$ cat config.mk
export PLATFORM = sky130hd
export DESIGN_NAME = instruction_fetch_flat
export DESIGN_NICKNAME = d
export VERILOG_FILES = /design/src/rtl/instruction_fetch_pkg.sv /design/src/rtl/instruction_fetch_if.sv /design/src/rtl/instruction_fetch_pc_reg.sv /design/src/rtl/instruction_fetch.sv /design/src/flat_wrapper.sv
export SDC_FILE = /design/constraint.sdc
export NUM_CORES = 1
export LEC_CHECK = 0
export BUFFER_PORTS_ARGS = -buffer_cell sky130_fd_sc_hd__buf_2
export CAP_MARGIN = 30
export CORE_ASPECT_RATIO = 1.5
export CORE_MARGIN = 1
export CORE_UTILIZATION = 30
export DETAILED_ROUTE_END_ITERATION = 12
export PLACE_DENSITY = 0.6
export SETUP_SLACK_MARGIN = 0.15
export SYNTH_ARGS = -nofsm -noshare
export SYNTH_HDL_FRONTEND = slang
export SYNTH_SLANG_ARGS = --single-unit
$ cat constraint.sdc
create_clock -name clk -period 5.4 [get_ports clk]
set_input_delay 0.81 -clock clk [delete_from_list [all_inputs] [get_ports clk]]
set_output_delay 0.81 -clock clk [all_outputs]
set_load 0.01 [all_outputs]
$ cat src/rtl/instruction_fetch_pkg.sv
// Shared types and constants for the instruction fetch slice.
// Compile-time option: INSTRUCTION_FETCH_TRACE_EN (see instruction_fetch.sv).
package mips_fetch_pkg;

   typedef enum logic [0:0] {
      RUN  = 1'b0,
      HALT = 1'b1
   } fetch_state_t;

   localparam logic [31:0] DEFAULT_RESET_PC   = 32'h0000_0000;
   localparam logic [31:0] DEFAULT_HALT_WORD  = 32'hFFFF_FFFF;
   localparam logic [31:0] DEFAULT_ADDR_LIMIT = 32'h0000_03FC;
   localparam logic [31:0] INSTR_BYTES        = 32'd4;

   // Word-align a byte address by dropping its two low bits.
   function automatic logic [31:0] align_word(input logic [31:0] addr);
      return {addr[31:2], 2'b00};
   endfunction

endpackage

$ cat src/rtl/instruction_fetch_if.sv
// Bus between the fetch unit, the instruction memory and the pipeline.
// master = fetch unit, slave = memory plus surrounding pipeline stages.
interface instruction_fetch_if;

   logic        stall;
   logic        branch_valid;
   logic [31:0] branch_target;
   logic [31:0] imem_address;
   logic [31:0] imem_instruction;
   logic        fetch_valid;
   logic [31:0] fetch_instruction;
   logic [31:0] fetch_pc_plus4;
   logic        halted;

   modport master (
      input  stall, branch_valid, branch_target, imem_instruction,
      output imem_address, fetch_valid, fetch_instruction, fetch_pc_plus4, halted
   );

   modport slave (
      output stall, branch_valid, branch_target, imem_instruction,
      input  imem_address, fetch_valid, fetch_instruction, fetch_pc_plus4, halted
   );

endinterface

$ cat src/rtl/instruction_fetch_pc_reg.sv
// Program counter register: reset load, hold, redirect and sequential increment.
// Redirect takes priority over increment; with neither asserted the PC holds.
module fetch_pc_reg
   import mips_fetch_pkg::*;
#(
   parameter logic [31:0] RESET_PC = DEFAULT_RESET_PC
) (
   input  logic        clk,
   input  logic        rst_n,
   input  logic        redirect,
   input  logic [31:0] redirect_pc,
   input  logic        advance,
   output logic [31:0] pc
);

   // PC update: redirect wins, then increment, otherwise hold.
   // NOTE: sequential state uses non-blocking (<=) so every register samples pre-edge values.
   always_ff @(posedge clk or negedge rst_n) begin
      if (!rst_n) begin
         pc <= RESET_PC;
      end else if (redirect) begin
         pc <= align_word(redirect_pc);
      end else if (advance) begin
         pc <= pc + INSTR_BYTES;
      end
   end

endmodule

$ cat src/rtl/instruction_fetch.sv
// Fetch stage: owns the PC, drives the combinational instruction memory and
// captures the returned word into the IF/ID register. Stops permanently on the
// halt word or when the PC runs past the last valid word.
// Optional build macro INSTRUCTION_FETCH_TRACE_EN adds a fetch counter and
// simulation trace messages; ports and cycle behaviour are unchanged.
module instruction_fetch
   import mips_fetch_pkg::*;
#(
   parameter logic [31:0] RESET_PC   = DEFAULT_RESET_PC,
   parameter logic [31:0] HALT_WORD  = DEFAULT_HALT_WORD,
   parameter logic [31:0] ADDR_LIMIT = DEFAULT_ADDR_LIMIT
) (
   input  logic                 clk,
   input  logic                 rst_n,
   instruction_fetch_if.master  bus
);

   localparam logic [0:0] S_RUN  = RUN;
   localparam logic [0:0] S_HALT = HALT;

   logic [0:0]  state;
   logic [31:0] pc;
   logic        in_run;
   logic        take_branch;
   logic        halt_hit;
   logic        enter_halt;
   logic        accept;
   logic        if_valid;
   logic [31:0] if_instruction;
   logic [31:0] if_pc_plus4;

   // Per-cycle decision in RUN: branch > stall > halt detection > accept.
   assign in_run      = (state == S_RUN);
   assign take_branch = in_run && bus.branch_valid;
   assign halt_hit    = (bus.imem_instruction == HALT_WORD) || (pc > ADDR_LIMIT);
   assign enter_halt  = in_run && !bus.branch_valid && !bus.stall && halt_hit;
   assign accept      = in_run && !bus.branch_valid && !bus.stall && !halt_hit;

   fetch_pc_reg #(
      .RESET_PC (RESET_PC)
   ) u_pc_reg (
      .clk         (clk),
      .rst_n       (rst_n),
      .redirect    (take_branch),
      .redirect_pc (bus.branch_target),
      .advance     (accept),
      .pc          (pc)
   );

   // State machine: RUN until halt is detected; only reset leaves HALT.
   always_ff @(posedge clk or negedge rst_n) begin
      if (!rst_n) begin
         state <= S_RUN;
      end else if (enter_halt) begin
         state <= S_HALT;
      end
   end

   // IF/ID register: squash on branch or halt, capture on accept, else hold.
   always_ff @(posedge clk or negedge rst_n) begin
      if (!rst_n) begin
         if_valid       <= 1'b0;
         if_instruction <= 32'h0;
         if_pc_plus4    <= 32'h0;
      end else if (take_branch || enter_halt) begin
         if_valid <= 1'b0;
      end else if (accept) begin
         if_valid       <= 1'b1;
         if_instruction <= bus.imem_instruction;
         if_pc_plus4    <= pc + INSTR_BYTES;
      end
   end

`ifdef INSTRUCTION_FETCH_TRACE_EN
   logic [31:0] fetch_count;

   // Trace: count accepted fetches and report them, plus the total on halt.
   always_ff @(posedge clk or negedge rst_n) begin
      if (!rst_n) begin
         fetch_count <= 32'h0;
      end else begin
         if (accept) begin
            fetch_count <= fetch_count + 32'd1;
            $display("instruction_fetch: pc=%h instr=%h", pc, bus.imem_instruction);
         end
         if (enter_halt) begin
            $display("instruction_fetch: halted after %0d fetches", fetch_count);
         end
      end
   end
`endif

   assign bus.imem_address      = pc;
   assign bus.fetch_valid       = if_valid;
   assign bus.fetch_instruction = if_instruction;
   assign bus.fetch_pc_plus4    = if_pc_plus4;
   assign bus.halted            = (state == S_HALT);

endmodule

$ cat src/flat_wrapper.sv
// flat-port wrapper written by rule: the top's interface ports become plain ports
module instruction_fetch_flat import mips_fetch_pkg::*;
#(
   parameter logic [31:0] RESET_PC   = DEFAULT_RESET_PC,
   parameter logic [31:0] HALT_WORD  = DEFAULT_HALT_WORD,
   parameter logic [31:0] ADDR_LIMIT = DEFAULT_ADDR_LIMIT
)
  (clk, rst_n, bus_stall, bus_branch_valid, bus_branch_target, bus_imem_instruction, bus_imem_address, bus_fetch_valid, bus_fetch_instruction, bus_fetch_pc_plus4, bus_halted);
  instruction_fetch_if bus_i ();
  input  logic clk;
  input  logic rst_n;
  input wire logic [$bits(bus_i.stall)-1:0] bus_stall;
  input wire logic [$bits(bus_i.branch_valid)-1:0] bus_branch_valid;
  input wire logic [$bits(bus_i.branch_target)-1:0] bus_branch_target;
  input wire logic [$bits(bus_i.imem_instruction)-1:0] bus_imem_instruction;
  output wire logic [$bits(bus_i.imem_address)-1:0] bus_imem_address;
  output wire logic [$bits(bus_i.fetch_valid)-1:0] bus_fetch_valid;
  output wire logic [$bits(bus_i.fetch_instruction)-1:0] bus_fetch_instruction;
  output wire logic [$bits(bus_i.fetch_pc_plus4)-1:0] bus_fetch_pc_plus4;
  output wire logic [$bits(bus_i.halted)-1:0] bus_halted;
  assign bus_i.stall = bus_stall;
  assign bus_i.branch_valid = bus_branch_valid;
  assign bus_i.branch_target = bus_branch_target;
  assign bus_i.imem_instruction = bus_imem_instruction;
  assign bus_imem_address = bus_i.imem_address;
  assign bus_fetch_valid = bus_i.fetch_valid;
  assign bus_fetch_instruction = bus_i.fetch_instruction;
  assign bus_fetch_pc_plus4 = bus_i.fetch_pc_plus4;
  assign bus_halted = bus_i.halted;
  instruction_fetch #(.RESET_PC(RESET_PC), .HALT_WORD(HALT_WORD), .ADDR_LIMIT(ADDR_LIMIT)) u_core (.clk(clk), .rst_n(rst_n), .bus(bus_i));
endmodule
### Word-level counts from Yosys, hierarchy flattened

Cells that the tools add are included.

| storage, ports and cells | value |
|---|---|
| flip-flop bits (word level) | 98 |
| latch bits | 0 |
| bits in writable memories | 0 |
| bits in read-only memories | 0 |
| input port bits | 68 |
| output and inout bits | 98 |
| word-level logic and storage cells | 27 |
| memories kept | 0 |

| cells by class | value |
|---|---|
| add/sub/neg operators | 1 |
| $mul | 0 |
| divide/modulo/power cells | 0 |
| magnitude comparators | 1 |
| equal/unequal tests | 1 |
| shift operators | 0 |
| mux-type cells | 4 |
| bitwise operators | 2 |
| reductions and logical operators | 13 |

Operators by type and width:

| operator | count |
|---|---|
| 32-bit 2-to-1 mux | 2 |
| 32-bit by 3-bit adder with 32-bit output, second input constant | 1 |
| 32-bit == test, second input constant | 1 |
| 32-bit by 10-bit > comparator with 1-bit output, second input constant | 1 |
| 1-bit logical AND | 5 |
| 2-bit nonzero test | 2 |
| 1-bit logical NOT | 3 |
| 1-bit logical OR | 2 |
| 1-bit 2-to-1 mux | 2 |
| 1-bit NOT | 2 |
| 2-bit AND reduction | 1 |

### Logic depth before layout (Yosys ltp)

| logic depth | value |
|---|---|
| depth after elaboration | 7 |
| depth in mapped cells | 8 |
| gate-level depth less buffers | 6 |

### Modules after synthesis

A second synthesis with hierarchy kept.

| second synthesis, totals | value |
|---|---|
| cell total of the unflattened synthesis | 377 |
| area total of the unflattened synthesis | 4411.7 um^2 |

Modules (own cells, without submodules):

| module | instances | cells an instance | area each (um^2) | sequential area each (um^2) |
|---|---|---|---|---|
| instruction_fetch | 1 | 185 | 2682.6 | 1651.6 |
| fetch_pc_reg | 1 | 192 | 1729.2 | 750.7 |

### Worst setup path after synthesis

Ideal clock, no wire load.

| timing path | value |
|---|---|
| path kind | in2reg |
| from | input bus_branch_valid |
| to | register u_core.u_pc_reg.pc[8] |
| library setup time | 0.082 ns |
| arrival | 2.231 ns |
| required time | 5.318 ns |
| setup slack | 3.087 ns |
| stages | 5 |
| buffers on the path | 1 |
| path through | or3_1 > clkbuf_1 > or3_1 > or4_1 > a31oi_1 |

| on the way | value |
|---|---|
| cells in the longest elaborated chain, start to end | 5 |

Ends and longest elaborated chain:

| element | line | source |
|---|---|---|
| start: declaration | flat_wrapper.sv:13 | `input wire logic [$bits(bus_i.branch_valid)-1:0] bus_branch_valid;` |
| 1-bit logical NOT | instruction_fetch.sv:37 | `assign accept = in_run && !bus.branch_valid && !bus.stall && !halt_hit;` |
| 1-bit logical AND (3 in a row) | instruction_fetch.sv:37 |  |
| 2-bit nonzero test (no line) | - |  |
| end signal: assignment | instruction_fetch_pc_reg.sv:22 | `pc <= align_word(redirect_pc);` |
| end signal: assignment | instruction_fetch_pc_reg.sv:24 | `pc <= pc + INSTR_BYTES;` |
| end: declaration | instruction_fetch_pc_reg.sv:13 | `output logic [31:0] pc` |

Parallel ways exist; a longest one is shown, timed or not.
A chain may end at the register's enable or synchronous reset.

### Worst setup path after layout

| timing path | value |
|---|---|
| from | register u_core.u_pc_reg.pc[2] |
| to | register u_core.if_pc_plus4[8] (netlist: u_core.bus.fetch_pc_plus4[8]) |

| on the way | value |
|---|---|
| cells in the longest elaborated chain, start to end | 6 |

Ends and longest elaborated chain:

| element | line | source |
|---|---|---|
| 32-bit by 10-bit > comparator with 1-bit output | instruction_fetch.sv:35 | `assign halt_hit = (bus.imem_instruction == HALT_WORD) \|\| (pc > ADDR_LIMIT);` |
| 1-bit logical OR | instruction_fetch.sv:35 |  |
| 1-bit logical AND | instruction_fetch.sv:36 | `assign enter_halt = in_run && !bus.branch_valid && !bus.stall && halt_hit;` |
| 1-bit logical OR | instruction_fetch.sv:65 | `end else if (take_branch \|\| enter_halt) begin` |
| 1-bit NOT (no line) | - |  |
| 2-bit AND reduction (no line) | - |  |
| end signal: assignment | instruction_fetch.sv:70 | `if_pc_plus4 <= pc + INSTR_BYTES;` |
| end: declaration | instruction_fetch.sv:30 | `logic [31:0] if_pc_plus4;` |

Parallel ways exist; a longest one is shown, timed or not.

==> run_results.csv <==
group,metric,value,unit
run_status,run_status,"finished, final reports clean",
layout,filler_cell_count,1297,
synthesis,syn-cell-area,3950,sq um
pwr,powerDensity,327,nW/um^2
global_routing,grt_overflow,0,
layout,layout.core_utilization,0.401,
synthesis,largest_family_of_logic_cells_by_synthesized_area,"simple AND/OR/NAND/NOR gates",
global_routing,maximum_number_of_pins_on_one_net_before_global_route_repair,57,
synthesis,synthXorXnorAreaFrac,0.0133,
detailed_routing,route.detailed.vias_per_inst,4.67,
synthesis,post_synth_mux_area_share,0.111,
hold_path,hold_path.class,"input port to asynchronous set/reset pin",
timing,fmax,353,MHz
detailed_routing,drt_drc_violations_left,0,
die,io_pins,166,
pwr,comb_power_share,0.134,
pwr,cellInternalPower,1.24,mW
synthesis,post_synth_and_or_nand_nor_area_fraction,0.203,
synthesis,post_synth_inst_count,338,
cts,cts_max_level,3,
cts,cts_buffers,9,
timing,period_share,0.524,
synthesis,synth-warning-count,0,
critical_path,critical_path_start_end_classification,"flip-flop to flip-flop",
global_routing,grt_util_met3,0.0337,
job,cap_violations,0,
detailed_routing,detailedRoute.firstIterationViolations,64,
critical_path,cp-start-kind,"flip-flop",
placement,dp_hpwl,7180,um
synthesis,number_of_library_cell_types_mapped_by_synthesis,39,
detailed_routing,routed_wl,9770,um
critical_path,crit_fanout,11,
pwr,power_frac_seq,0.485,
layout,area_delta_synth_final,30.9,%
synthesis,yosys.area_share.adder,0.00633,
pwr,clock_power_share,0.381,
critical_path,critPathCaptureType,"flip-flop",
synthesis,average_instance_area_after_synthesis,11.7,sq um
die,chipWidth,95.7,um
timing,rsz0062_at_grt,"false",
pwr,leak,2.87,nW
timing,finalWorstPathRequiredPeriod,2.83,ns
pwr,p_sw,0.455,mW
detailed_routing,average_wire_per_cell_in_the_routed_design,14.8,um
synthesis,synth.yosys.seq_area_share,0.595,
cts,clock_path_buffers,2,
global_routing,met2_track_usage_gr,0.258,
cts,worstSkewPairLatency,0.34,ns
layout,final_layout_size_suffix_gt1_frac,0.381,
layout,final_net_count,564,
global_routing,grt_antenna_before_repair,0,
die,num_rows,51,
detailed_routing,first_pass_detailed_route_iteration_total,4,
global_routing,top_usage_layer,"met2",
timing,timing.slew.headroom,0.375,
cts,clockRootBuffer,"clkbuf_16",
cts,cts.clk_slew.worst_paths,0.07,ns
timing,final.setup.tns,0,ns
critical_path,reg2reg_setup_slack,2.57,ns
timing,skew,0.0104,ns
global_routing,grt_use_total,0.145,
critical_path,worstRegToRegCells,6,
global_routing,first_global_vias,3007,
layout,diodes,0,
die,initial_utilization,0.307,
global_routing,grt_first_pass_wirelength,14900,um
global_routing,gr-usage-met1,0.161,
cts,clock_tree_from_tritoncts,"yes",
detailed_routing,antenna_left,0,
critical_path,required_arrival_time_at_the_worst_endpoint,5.62,ns
critical_path,critical_path_arrival,3.05,ns
detailed_routing,routed-via-count,3075,
timing,timing_max_transition_violations_final,0,
timing,final-hold-violation-count,0,
cts,cts.repair.resized,0,
synthesis,postSynthRegisterBits,94,
cts,hold_buffers,0,
cts,count_of_buffers_added_by_post_cts_timing_repair_for_setup,0,
pwr,vdd_ir_drop_max,0.148,mV
synthesis,complex_gate_fraction_of_the_synthesized_area,0.0307,
cts,clock_sinks,94,
timing,setup_violations,0,
die,design.core.area,12900,sq um
placement,place_congestion,0.757,
timing,timing_worst_slew_pin_value,0.933,ns
pwr,p_total,1.69,mW
pwr,power.switching_fraction,0.269,
die,die-area,13600,sq um
placement,port-buffer-count,159,
die,dieHeight,143,um
-- registers in the layout, summed over array words and instances (netlist names) --
signal / count
u_core.bus.fetch_instruction: 32
u_core.bus.fetch_valid: 1
u_core.bus.fetch_pc_plus4: 30
u_core.u_pc_reg.pc: 30
u_core.bus.halted: 1
-- worst max-delay path: stages (launching register included) --
cell and delay [ns]:
dfrtp_1 0.46, ha_1 0.29, nand3_1 0.20, nor4_2 0.09
or3_1 0.48, nor3_2 0.79, mux2_1 0.39
-- power by group through the flow --
stage	logic [mW]	clock network, mW	registers [mW]
after floorplan	0.0883	0	0.848
after global placement	0.225	0	0.829
after detailed placement	0.231	0	0.833
after CTS	0.232	0.665	0.819
after global routing	0.255	0.696	0.827
final	0.227	0.645	0.819
-- logic make-up (layout without fill, tap and decap cells) --
group           Yosys count  count (layout)
other cells               1               4
mux                      39              39
fa+ha+maj                 2               2
buf+inv                  23             181
simple gates            156             156
xor+xnor                  6               6
flops                    94              94
compound gates           17              17
-- path summary, 6_finish.rpt --
path	start	to
worst max-delay path	u_core.u_pc_reg.pc[2]	u_core.bus.fetch_pc_plus4[8]
worst max register to register	u_core.u_pc_reg.pc[2]	u_core.bus.fetch_pc_plus4[8]
min in group clk	u_core.bus.fetch_pc_plus4[17]	u_core.bus.fetch_pc_plus4[17]
worst min-delay path	rst_n	u_core.u_pc_reg.pc[20]
max in group asynchronous	rst_n	u_core.u_pc_reg.pc[7]
worst min register to register	u_core.bus.fetch_pc_plus4[17]	u_core.bus.fetch_pc_plus4[17]
-- cell usage in the layout, fill, tap and decap left out, types with 5 or more instances in the layout --
cell       synthesis  final
and2_1            24     24
nand4_1           12     12
buf_2              3    158
clkbuf_16          0      9
nor2_1            10     10
nand2_1           76     76
mux2_1            38     38
dfrtp_1           94     94
a31oi_1            6      6
nor4_2             5      5
-- per-layer routing --
metal,share of wire,vias to the layer above,routed length (um)
met5,0,-,0
met4,0.018,0,173
met3,0.049,12,474
met2,0.54,104,5290
met1,0.39,1500,3820
li1,-,1459,-
-- synth_stat cells (all sizes together) --
master,n,area share
o21ai,2,0.0025
mux2,39,0.11
xor2,4,0.0089
nand3,4,0.0051
nand2,77,0.074
a221o,1,0.0025
xnor2,2,0.0044
buf,11,0.022
a31oi,6,0.0095
and4,2,0.0044
o31ai,4,0.0076
nand4,12,0.019
conb,1,0.00095
a211oi,1,0.0019
or4,3,0.0057
nor3,3,0.0063
and2,24,0.038
or3,3,0.0047
nor2,10,0.0095
or2,1,0.0016
o221ai,2,0.0044
clkbuf,10,0.016
dfrtp,94,0.60
nor2b,1,0.0016
nand2b,4,0.0063
and3,4,0.0066
o2bb2ai,1,0.0022
inv,2,0.0019
ha,2,0.0063
nor4,8,0.021
-- per-stage QoR --
stage	cells	cell area [sq um]	hold slack [ns]	worst slack, ns
floorplan	341	3960	0.514	3.09
global placement	641	4840	0.462	2.19
detailed placement	642	4870	0.466	2.16
CTS	658	5170	0.458	2.53
global route	658	5170	0.485	2.42
finish	658	5170	0.445	2.57
-- area by class of cell --
type	count	area, sq um	area share
clock buffer	12	246	0.0477
timing repair buffer	163	848	0.164
multi-input combinational	224	1460	0.283
clock inverter	4	55.1	0.0106
sequential	94	2350	0.455
tap	159	199	0.0385
inverter	2	7.51	0.00145
Note: power is estimated with default switching activity, not from simulation.
